<file path="src/rtl/riscv_pkg.sv">
// RV32I decode constants, immediate formats and the ID/EX bundle layout.
// Pure definitions; no logic, no latency.
// No handshake of its own; shared by the decode stage and its sub-blocks.
package riscv_pkg;
    localparam int XLEN = 32;
    localparam int NREG = 32;
    localparam int RAW  = $clog2(NREG);

    localparam logic [6:0] OP_LUI    = 7'b0110111;
    localparam logic [6:0] OP_AUIPC  = 7'b0010111;
    localparam logic [6:0] OP_JAL    = 7'b1101111;
    localparam logic [6:0] OP_JALR   = 7'b1100111;
    localparam logic [6:0] OP_BRANCH = 7'b1100011;
    localparam logic [6:0] OP_LOAD   = 7'b0000011;
    localparam logic [6:0] OP_STORE  = 7'b0100011;
    localparam logic [6:0] OP_IMM    = 7'b0010011;
    localparam logic [6:0] OP_REG    = 7'b0110011;

    typedef enum logic [2:0] {IMM_NONE, IMM_I, IMM_S, IMM_B, IMM_U, IMM_J} imm_fmt_e;

    typedef struct packed {
        logic [XLEN-1:0] pc;
        logic [XLEN-1:0] instr;
        logic [XLEN-1:0] rs1_val;
        logic [XLEN-1:0] rs2_val;
        logic [XLEN-1:0] imm;
        logic [RAW-1:0]  rd;
        logic            we;
    } id_bundle_t;
endpackage

</file>
<file path="src/rtl/imm_gen.sv">
// Immediate format select and sign-extended immediate from an instruction word.
// Purely combinational, zero latency.
// No handshake; follows whatever word the fetch side presents.
module imm_gen
    import riscv_pkg::*;
(
    input  logic [XLEN-1:0] instr,
    output imm_fmt_e        fmt,
    output logic [XLEN-1:0] imm
);
    always_comb begin
        case (instr[6:0])
            OP_JALR, OP_LOAD, OP_IMM: fmt = IMM_I;
            OP_STORE:                 fmt = IMM_S;
            OP_BRANCH:                fmt = IMM_B;
            OP_LUI, OP_AUIPC:         fmt = IMM_U;
            OP_JAL:                   fmt = IMM_J;
            default:                  fmt = IMM_NONE;
        endcase
    end

    always_comb begin
        case (fmt)
            IMM_I:   imm = {{20{instr[31]}}, instr[31:20]};
            IMM_S:   imm = {{20{instr[31]}}, instr[31:25], instr[11:7]};
            IMM_B:   imm = {{19{instr[31]}}, instr[31], instr[7], instr[30:25], instr[11:8], 1'b0};
            IMM_U:   imm = {instr[31:12], 12'b0};
            IMM_J:   imm = {{11{instr[31]}}, instr[31], instr[19:12], instr[20], instr[30:21], 1'b0};
            default: imm = '0;
        endcase
    end
endmodule

</file>
<file path="src/rtl/id_stage.sv">
// RV32I decode/operand-read stage: hazard resolution and registered ID/EX bundle.
// Latency 1 cycle accept->id_valid; EX/MEM bypass only when ID_FORWARD_EN is defined.
// if_ready drops on stall, flush, or a held bundle that EX has not taken.
module id_stage
    import riscv_pkg::*;
(
    input  logic            clk,
    input  logic            rst_n,
    input  logic            if_valid,
    output logic            if_ready,
    input  logic [XLEN-1:0] if_pc,
    input  logic [XLEN-1:0] if_instr,
    output logic [RAW-1:0]  rf_a1,
    output logic [RAW-1:0]  rf_a2,
    input  logic [XLEN-1:0] rf_rd1,
    input  logic [XLEN-1:0] rf_rd2,
    input  logic            ex_we,
    input  logic            ex_is_load,
    input  logic [RAW-1:0]  ex_rd,
    input  logic [XLEN-1:0] ex_data,
    input  logic            mem_we,
    input  logic [RAW-1:0]  mem_rd,
    input  logic [XLEN-1:0] mem_data,
    input  logic            wb_we,
    input  logic [RAW-1:0]  wb_rd,
    input  logic [XLEN-1:0] wb_data,
    input  logic            flush,
    output logic            id_valid,
    input  logic            id_ready,
    output logic [XLEN-1:0] id_pc,
    output logic [XLEN-1:0] id_instr,
    output logic [XLEN-1:0] id_rs1_val,
    output logic [XLEN-1:0] id_rs2_val,
    output logic [XLEN-1:0] id_imm,
    output logic [RAW-1:0]  id_rd,
    output logic            id_we
);
    logic [RAW-1:0]  rs1, rs2;
    imm_fmt_e        fmt;
    logic [XLEN-1:0] imm, rs1_val, rs2_val;
    logic            is_reg, rs1_used, rs2_used, writes, stall, accept;
    logic            wb_hit1, wb_hit2, ex_hit1, ex_hit2, mem_hit1, mem_hit2;
    id_bundle_t      nxt, q;

    imm_gen u_imm_gen (.instr(if_instr), .fmt(fmt), .imm(imm));

    assign rs1    = if_instr[19:15];
    assign rs2    = if_instr[24:20];
    assign rf_a1  = rs1;
    assign rf_a2  = rs2;
    assign is_reg = (if_instr[6:0] == OP_REG);

    // Only LUI/AUIPC/JAL lack rs1; only branches, stores and R-type read rs2.
    assign rs1_used = (fmt == IMM_I) || (fmt == IMM_S) || (fmt == IMM_B) || is_reg;
    assign rs2_used = (fmt == IMM_S) || (fmt == IMM_B) || is_reg;
    assign writes   = (fmt == IMM_I) || (fmt == IMM_U) || (fmt == IMM_J) || is_reg;

    assign ex_hit1  = ex_we  && (ex_rd  != '0) && (ex_rd  == rs1);
    assign ex_hit2  = ex_we  && (ex_rd  != '0) && (ex_rd  == rs2);
    assign mem_hit1 = mem_we && (mem_rd != '0) && (mem_rd == rs1);
    assign mem_hit2 = mem_we && (mem_rd != '0) && (mem_rd == rs2);
    // Regfile writes on the same edge the read is sampled, so WB must always bypass.
    assign wb_hit1  = wb_we  && (wb_rd  != '0) && (wb_rd  == rs1);
    assign wb_hit2  = wb_we  && (wb_rd  != '0) && (wb_rd  == rs2);

`ifdef ID_FORWARD_EN
    assign stall = ex_is_load && ((rs1_used && ex_hit1) || (rs2_used && ex_hit2));
    assign rs1_val = (ex_hit1 && !ex_is_load) ? ex_data :
                     mem_hit1 ? mem_data : wb_hit1 ? wb_data : rf_rd1;
    assign rs2_val = (ex_hit2 && !ex_is_load) ? ex_data :
                     mem_hit2 ? mem_data : wb_hit2 ? wb_data : rf_rd2;
`else
    logic unused_fwd;
    assign unused_fwd = ^{ex_is_load, ex_data, mem_data};
    assign stall   = (rs1_used && (ex_hit1 || mem_hit1)) || (rs2_used && (ex_hit2 || mem_hit2));
    assign rs1_val = wb_hit1 ? wb_data : rf_rd1;
    assign rs2_val = wb_hit2 ? wb_data : rf_rd2;
`endif

    assign if_ready = !stall && !flush && (!id_valid || id_ready);
    assign accept   = if_valid && if_ready;

    always_comb begin
        nxt         = '0;
        nxt.pc      = if_pc;
        nxt.instr   = if_instr;
        nxt.rs1_val = rs1_val;
        nxt.rs2_val = rs2_val;
        nxt.imm     = imm;
        nxt.rd      = writes ? if_instr[11:7] : '0;
        nxt.we      = writes;
    end

    // Data only moves on accept, so a held bundle stays frozen under backpressure.
    always_ff @(posedge clk or negedge rst_n) begin
        if (!rst_n) begin
            id_valid <= 1'b0;
            q        <= '0;
        end else if (flush) begin
            id_valid <= 1'b0;
        end else if (accept) begin
            id_valid <= 1'b1;
            q        <= nxt;
        end else if (id_ready) begin
            id_valid <= 1'b0;
        end
    end

    assign id_pc      = q.pc;
    assign id_instr   = q.instr;
    assign id_rs1_val = q.rs1_val;
    assign id_rs2_val = q.rs2_val;
    assign id_imm     = q.imm;
    assign id_rd      = q.rd;
    assign id_we      = q.we;
endmodule
</file>
<file path="config.mk">
export PLATFORM = sky130hd
export DESIGN_NAME = id_stage
export DESIGN_NICKNAME = d
export VERILOG_FILES = /design/src/rtl/riscv_pkg.sv /design/src/rtl/imm_gen.sv /design/src/rtl/id_stage.sv
export SDC_FILE = /design/constraint.sdc
export NUM_CORES = 1
export LEC_CHECK = 0
export ABC_CLOCK_PERIOD_IN_PS = 3400
export BUFFER_PORTS_ARGS = -buffer_cell sky130_fd_sc_hd__buf_2
export CORE_AREA = 8 8 158 160
export CTS_CLUSTER_SIZE = 25
export DETAILED_ROUTE_END_ITERATION = 10
export DIE_AREA = 0 0 166 168
export MAX_ROUTING_LAYER = met4
export PLACE_DENSITY = 0.66
export SLEW_MARGIN = 0
export SYNTH_ARGS = -nofsm -noshare
export SYNTH_HDL_FRONTEND = slang
export SYNTH_SLANG_ARGS = --single-unit
</file>
<file path="constraint.sdc">
create_clock -name clk -period 3.4 [get_ports clk]
set_clock_uncertainty 0.15 [all_clocks]
set_input_delay 0 -clock clk [delete_from_list [all_inputs] [get_ports clk]]
set_output_delay 0 -clock clk [all_outputs]
set_load 0.02 [all_outputs]
</file>
; ---- Yosys cells after proc, flatten, opt, wreduce, memory -nomap -nowiden
; Cells that the tools add are included.
[classes]
n_eq_ne = 20
muxes = 8
n_bitwise = 1
reduce_logical = 36
[op_table]
columns = operator, n
row1 = $pmux W32 S5, 1
row2 = $mux W32, 2
row3 = $eq A5 B5 Y1, 6
row4 = $eq A7 B6 Y1 const B, 3
row5 = $eq A7 B7 Y1 const B, 3
row6 = $pmux W3 S5, 1
row7 = $reduce_bool A5 Y1, 3
row8 = $eq A7 B5 Y1 const B, 2
row9 = $logic_and A1 B1 Y1, 14
row10 = $logic_or A1 B1 Y1, 12
row11 = $eq A7 B2 Y1 const B, 1
row12 = $eq A3 B2 Y1 const B, 2
row13 = $eq A3 B3 Y1 const B, 2
row14 = $mux W5, 1
row15 = $eq A3 B1 Y1 const B, 1
row16 = $logic_not A1 Y1, 3
row17 = $mux W1, 3
row18 = $reduce_bool A3 Y1, 1
row19 = $reduce_or A3 Y1, 1
row20 = $reduce_and A2 Y1, 1
row21 = $reduce_or A2 Y1, 1
row22 = $not A1 Y1, 1
[totals]
regBits = 167
in_bits = 248
output_inout_bits = 178

; ---- Logic depth before layout (Yosys ltp)
[logic_depth]
depth_word = 15
mapped_depth = 9
depth_no_buf = 6

; ---- By module
; From an unflattened synthesis, not the netlist that was laid out.
[unflattened]
cells_unflattened = 601
area_unflattened_um2 = 8663.3
[modules_own_cells]
columns = module, n_inst, cells_per_inst, area_per_inst_um2, seq_area_each_um2
row1 = id_stage, 1, 510, 8059.0, 4179.0
row2 = imm_gen, 1, 91, 604.3, 0.0

; ---- Least setup slack after synthesis
; No wires, ideal clock.
[synth_path]
kind = input-to-reg
start = input if_instr[20]
end = register q, in the netlist id_rs2_val[10]
setup_time_ns = 0.128
t_arrival_ns = 2.030
required_ns = 3.122
setup_slack_ns = 1.093
stages = 7
path_cell_list = clkbuf_1 xnor2_1 nand3_1 nor4_1 clkbuf_1 mux2_2 mux2_1
[synth_via]
elab_chain_cells = 10
word_cells_on_any_way = 15
classes_between = 3 x eq/ne / 1 x mux / 11 x reduce/logical
[synth_rtl]
columns = element, line
row1 = "start, declared", id_stage.sv:12  ; input logic [XLEN-1:0] if_instr,
row2 = $eq A5 B5 Y1 (on tied branches), "id_stage.sv:59, id_stage.sv:61"
row3 = $logic_and A1 B1 Y1 (on tied branches), "id_stage.sv:59, id_stage.sv:61"
row4 = $logic_or A1 B1 Y1, id_stage.sv:75  ; assign stall = (rs1_used && (ex_hit1 || mem_hit1)) || (rs2_used && (ex_hit2 || mem_hit2));
row5 = $logic_and A1 B1 Y1, id_stage.sv:75
row6 = $logic_or A1 B1 Y1, id_stage.sv:75
row7 = $logic_not A1 Y1, id_stage.sv:80  ; assign if_ready = !stall && !flush && (!id_valid || id_ready);
row8 = $logic_and A1 B1 Y1 (2 in series), id_stage.sv:80
row9 = $logic_and A1 B1 Y1, id_stage.sv:81  ; assign accept = if_valid && if_ready;
row10 = $reduce_and A2 Y1 (no source line), -
row11 = "end signal, assigned", id_stage.sv:103  ; q <= nxt;
row12 = "end, declared", id_stage.sv:43  ; id_bundle_t nxt, q;
; Parallel ways exist; a longest one is shown, timed or not.
; A chain may end at the register's enable or synchronous reset.

; ---- Worst setup path in the final report
[layout_path]
start = input if_instr[2]
end = register id_valid
[layout_via]
elab_chain_cells = 15
word_cells_on_any_way = 30
classes_between = 12 x eq/ne / 3 x mux / 15 x reduce/logical
[layout_rtl]
columns = element, line
row1 = $eq A7 B7 Y1 (tied with other cells), imm_gen.sv:12  ; case (instr[6:0])
row2 = $reduce_or A3 Y1 / $reduce_or A2 Y1 (equally long branches), imm_gen.sv:12
row3 = $pmux W3 S5, imm_gen.sv:12
row4 = $eq A3 B1 Y1 / $eq A3 B2 Y1 (equally long branches), "id_stage.sv:54, id_stage.sv:55"
row5 = $logic_or A1 B1 Y1 (3 in series), id_stage.sv:54  ; assign rs1_used = (fmt == IMM_I) || (fmt == IMM_S) || (fmt == IMM_B) || is_reg;
row6 = $logic_and A1 B1 Y1, id_stage.sv:75
row7 = $logic_or A1 B1 Y1 *, id_stage.sv:75
row8 = $logic_not A1 Y1 *, id_stage.sv:80
row9 = $logic_and A1 B1 Y1 * (2 in series), id_stage.sv:80
row10 = $logic_and A1 B1 Y1 *, id_stage.sv:81
row11 = $mux W1, id_stage.sv:101  ; end else if (accept) begin
row12 = $mux W1, id_stage.sv:99  ; end else if (flush) begin
row13 = "end signal, assigned", id_stage.sv:100  ; id_valid <= 1'b0;
row14 = "end signal, assigned", id_stage.sv:102  ; id_valid <= 1'b1;
row15 = "end signal, assigned", id_stage.sv:105  ; id_valid <= 1'b0;
row16 = "end, declared", id_stage.sv:28  ; output logic id_valid,
; Mark *: on every way between the ends. The rest lies on a longest branch, timed or not.

==> metrics.md <==
| Metric | Value |
|---|---|
| Share of cells above drive strength 1 | 43.45% |
| Critical Path AT | 3.32 ns |
| Initial antenna violation count | 0 |
| Clk buf depth | 2 |
| Fin. Hold Viols | 0 |
| Critical Path Start Type | input port |
| Buffers on Ports | 360 |
| Area leader, netlist | dfrtp_1 |
| Syn Area/Cell | 13.00 sq um |
| Die ar. | 27890 sq um |
| H-tree lvl count | 4 |
| # setup viols final | 0 |
| Initial Util | 35.79% |
| Worst R2R Setup Slack | 1.05 ns |
| Post-Layout Inst Area | 12480 sq um |
| Largest net degree at the start of global routing | 72 |
| Crit path kind | input port to register |
| Area Overhead vs Synth | 55.88% |
| Fin Setup TNS | 0 ns |
| Synthesized area | 8005 sq um |
| CP max FO | 71 |
| Max_cap viols | 0 |
| Path depth of the worst reg2reg path | 6 |
| Cell Chain, Critical Path | dlygate4sd3_1, buf_2, nor2_1, nand4_1, nor4_1, nor4_2, o211ai_4, clkbuf_8, o21ai_0, dlygate4sd3_1 |
| Hold path cells | 4 |
| Netlist cell types | 36 |
| Status | completed |
| Post-CTS Setup Bufs | 0 |
| Final Critical Period | 3.162 ns |
| CTS Buf Count | 17 |
| Sequential-to-total area share from yosys stat | 52.20% |
| CP max-delay cell | dlygate4sd3_1 |
| CTS tree | built |
| Final core utilization | 55.79% |
| Synth warn | 0 |
| RSZ-0062 raised after global routing | false |
| RR Startpoint | id_valid$_DFFE_PN0P_ |
| Filler cells | 1813 |
| Vias/cell | 4.786 |
| Max-slew violations | 0 |
| Placed wire-length estimate | 18410 microns |
| # diodes | 0 |
| CP delay by family, top | buffers and inverters |
| Cell Area, Placed | 9970 sq um |
| Hold path endpoint | id_imm[12]$_DFFE_PN0P_ |
| CP bufs+invs | 4 |
| Mapped Nets | 864 |
| Core area | 22370 sq um |
| Setup crit end kind | register |
| First-pass GRT wire length | 44580 microns |
| Nets@finish | 1396 |
| Root buffer cell | clkbuf_16 |
| Reg clk slew, reported paths | 0.07 ns |
| Lkg Pwr | 6.016 nW |
| WL per Instance | 19.46 microns |
| Via count | 6916 |
| Final period util | 93.01% |
| Gpl congestion | 0.8318 |
| Ports | 426 |
| Slew HR | 24.20% |
| Drt drc | 0 |
| DRT iter0 DRCs | 379 |
| Die H | 168 microns |
| Skew-Pair Late Insertion Delay | 0.42 ns |
| Drt pass-1 iters | 4 |
| Synthesized instance count | 616 |
| Peak supply drop | 0.3087 mV |
| Slowest stage delay, CP | 0.59 ns |
| PwrDens | 472.9 nW/um^2 |
| Yosys top cell area share | 52.20% |
| Grt ovf | 0 |
| GRT Total Usage | 20.70% |
| Least-Margin Pin Slew | 1.128 ns |
| Final wirelength | 28110 microns |
| F_max | 316.2 MHz |
| Synth area leaders | dfrtp_1 52%, mux2_2 14%, mux2_1 14% |
| Levels on crit path | 10 |
| Antenna Nets Post-Route | 0 |
| Most Frequent Cell on Critical Path | dlygate4sd3_1 |
| Crit Reg-Reg Endpoint | id_valid$_DFFE_PN0P_ |
| CP required | 3.56 ns |
| #FFs+latches synth | 167 |
| Hold_sp | if_valid |
| Clock sink total | 167 |
| Hold WC Path Type | input port to register |
| Vias in the first global route | 7874 |
| Die Wd | 166 microns |
| Total power | 5.901 mW |
| # rows | 55 |
per-stage QoR:
| step | cells | hold WS, ns | setup slack (ns) |
|---|---|---|---|
| after floorplan | 616 | -0.4456 | 1.093 |
| after global placement | 1220 | -0.06137 | 0.5362 |
| after detailed placement | 1220 | -0.06930 | 0.5028 |
| after CTS | 1445 | 0.01024 | 0.01901 |
| after global routing | 1445 | 0.03914 | 0.03634 |
| final | 1445 | 0.03906 | 0.2377 |
state kept, by name, indices dropped and copies added (netlist names):
register	flops
id_pc	32
id_rs2_val	32
id_rd	5
id_imm	32
id_rs1_val	32
id_valid	1
id_we	1
id_instr	32
worst min-delay path, delay by kind of cell:
kind / cells / cell delay, ns
AOI/OAI and AO/OA: 1 / 0.09
buffers and inverters: 2 / 0.30
muxes: 1 / 0.15
cells in the final DEF (no fill, tap or decap), drive strengths merged, types with 2 or more instances in the layout:
cell / count
nor2: 8
mux2i: 31
nor4: 9
o21a: 2
nor2b: 2
nand3: 7
xnor2: 22
and2: 3
buf: 366
inv: 39
a21oi: 21
dlygate4sd3: 194
clkinv: 2
xor2: 8
clkinvlp: 3
or4: 3
mux2: 200
nand4: 2
o21ai: 12
nand2: 27
dfrtp: 167
o211a: 2
clkbuf: 20
kinds of logic after synthesis:
kind of cell,count (synthesis),share of synthesized area [%]
AOI/OAI and AO/OA,41,2.970
xor gates and xnor gates,30,3.282
buffers and inverters,81,5.361
DFF,167,52.20
muxes,231,32.01
and+or+nand+nor,66,4.173
synthesized netlist by cell type:
master,number
a211oi_1,1
a21oi_1,21
a22oi_1,1
a32o_1,1
and2_0,1
and2_1,2
and3_1,1
and4b_1,1
buf_1,1
buf_2,7
buf_4,11
buf_6,10
clkbuf_1,19
dfrtp_1,167
inv_1,33
mux2_1,98
mux2_2,102
mux2i_1,31
nand2_1,27
nand3_1,7
nand4_1,2
nand4b_1,1
nor2_1,8
nor2b_1,2
nor3b_1,1
nor4_1,8
nor4_2,1
o211a_1,2
o211ai_2,1
o21a_1,2
o21ai_0,11
o21ai_1,1
or3_1,1
or4_1,3
xnor2_1,22
xor2_1,8
power by group:
part           leakage [nW]  internal, mW  total (mW)  switching, mW
Clock                 0.269          1.04        1.89          0.848
Combinational          3.70         0.702        1.59          0.889
Sequential             2.04          2.28        2.42          0.145
routing by layer:
metal / wire [microns] / global-route usage [%]
met5: 0 / -
met4: 1152 / 9.842
met3: 1464 / 4.303
met2: 13860 / 34.54
met1: 11640 / 23.71
what timing repair did:
item	CTS	global route
gates resized for setup	0	2
hold buffers	194	0
hold endpoints to repair	235	0
endpoints found under the setup margin	0	1
worst max path at each step:
stage	startpoint	to
2_1_floorplan	if_instr[20]	id_rs2_val[10]$_DFFE_PN0P_
6_report	if_instr[2]	id_valid$_DFFE_PN0P_
3_5_place_dp	if_instr[0]	id_instr[27]$_DFFE_PN0P_
4_1_cts	if_instr[2]	id_valid$_DFFE_PN0P_
3_3_place_gp	if_instr[0]	id_instr[9]$_DFFE_PN0P_
5_1_grt	if_instr[2]	id_valid$_DFFE_PN0P_
final cells by class:
cell class | count | area, sq um | area share [%]
clock buffer | 19 | 442.9 | 3.550
sequential | 167 | 4179 | 33.49
multi-input combinational | 368 | 3425 | 27.44
clock inverter | 12 | 117.6 | 0.9425
tap | 285 | 356.6 | 2.858
inverter | 33 | 123.9 | 0.9927
timing repair buffer | 561 | 3834 | 30.72
(Power assumes the default switching activity.)
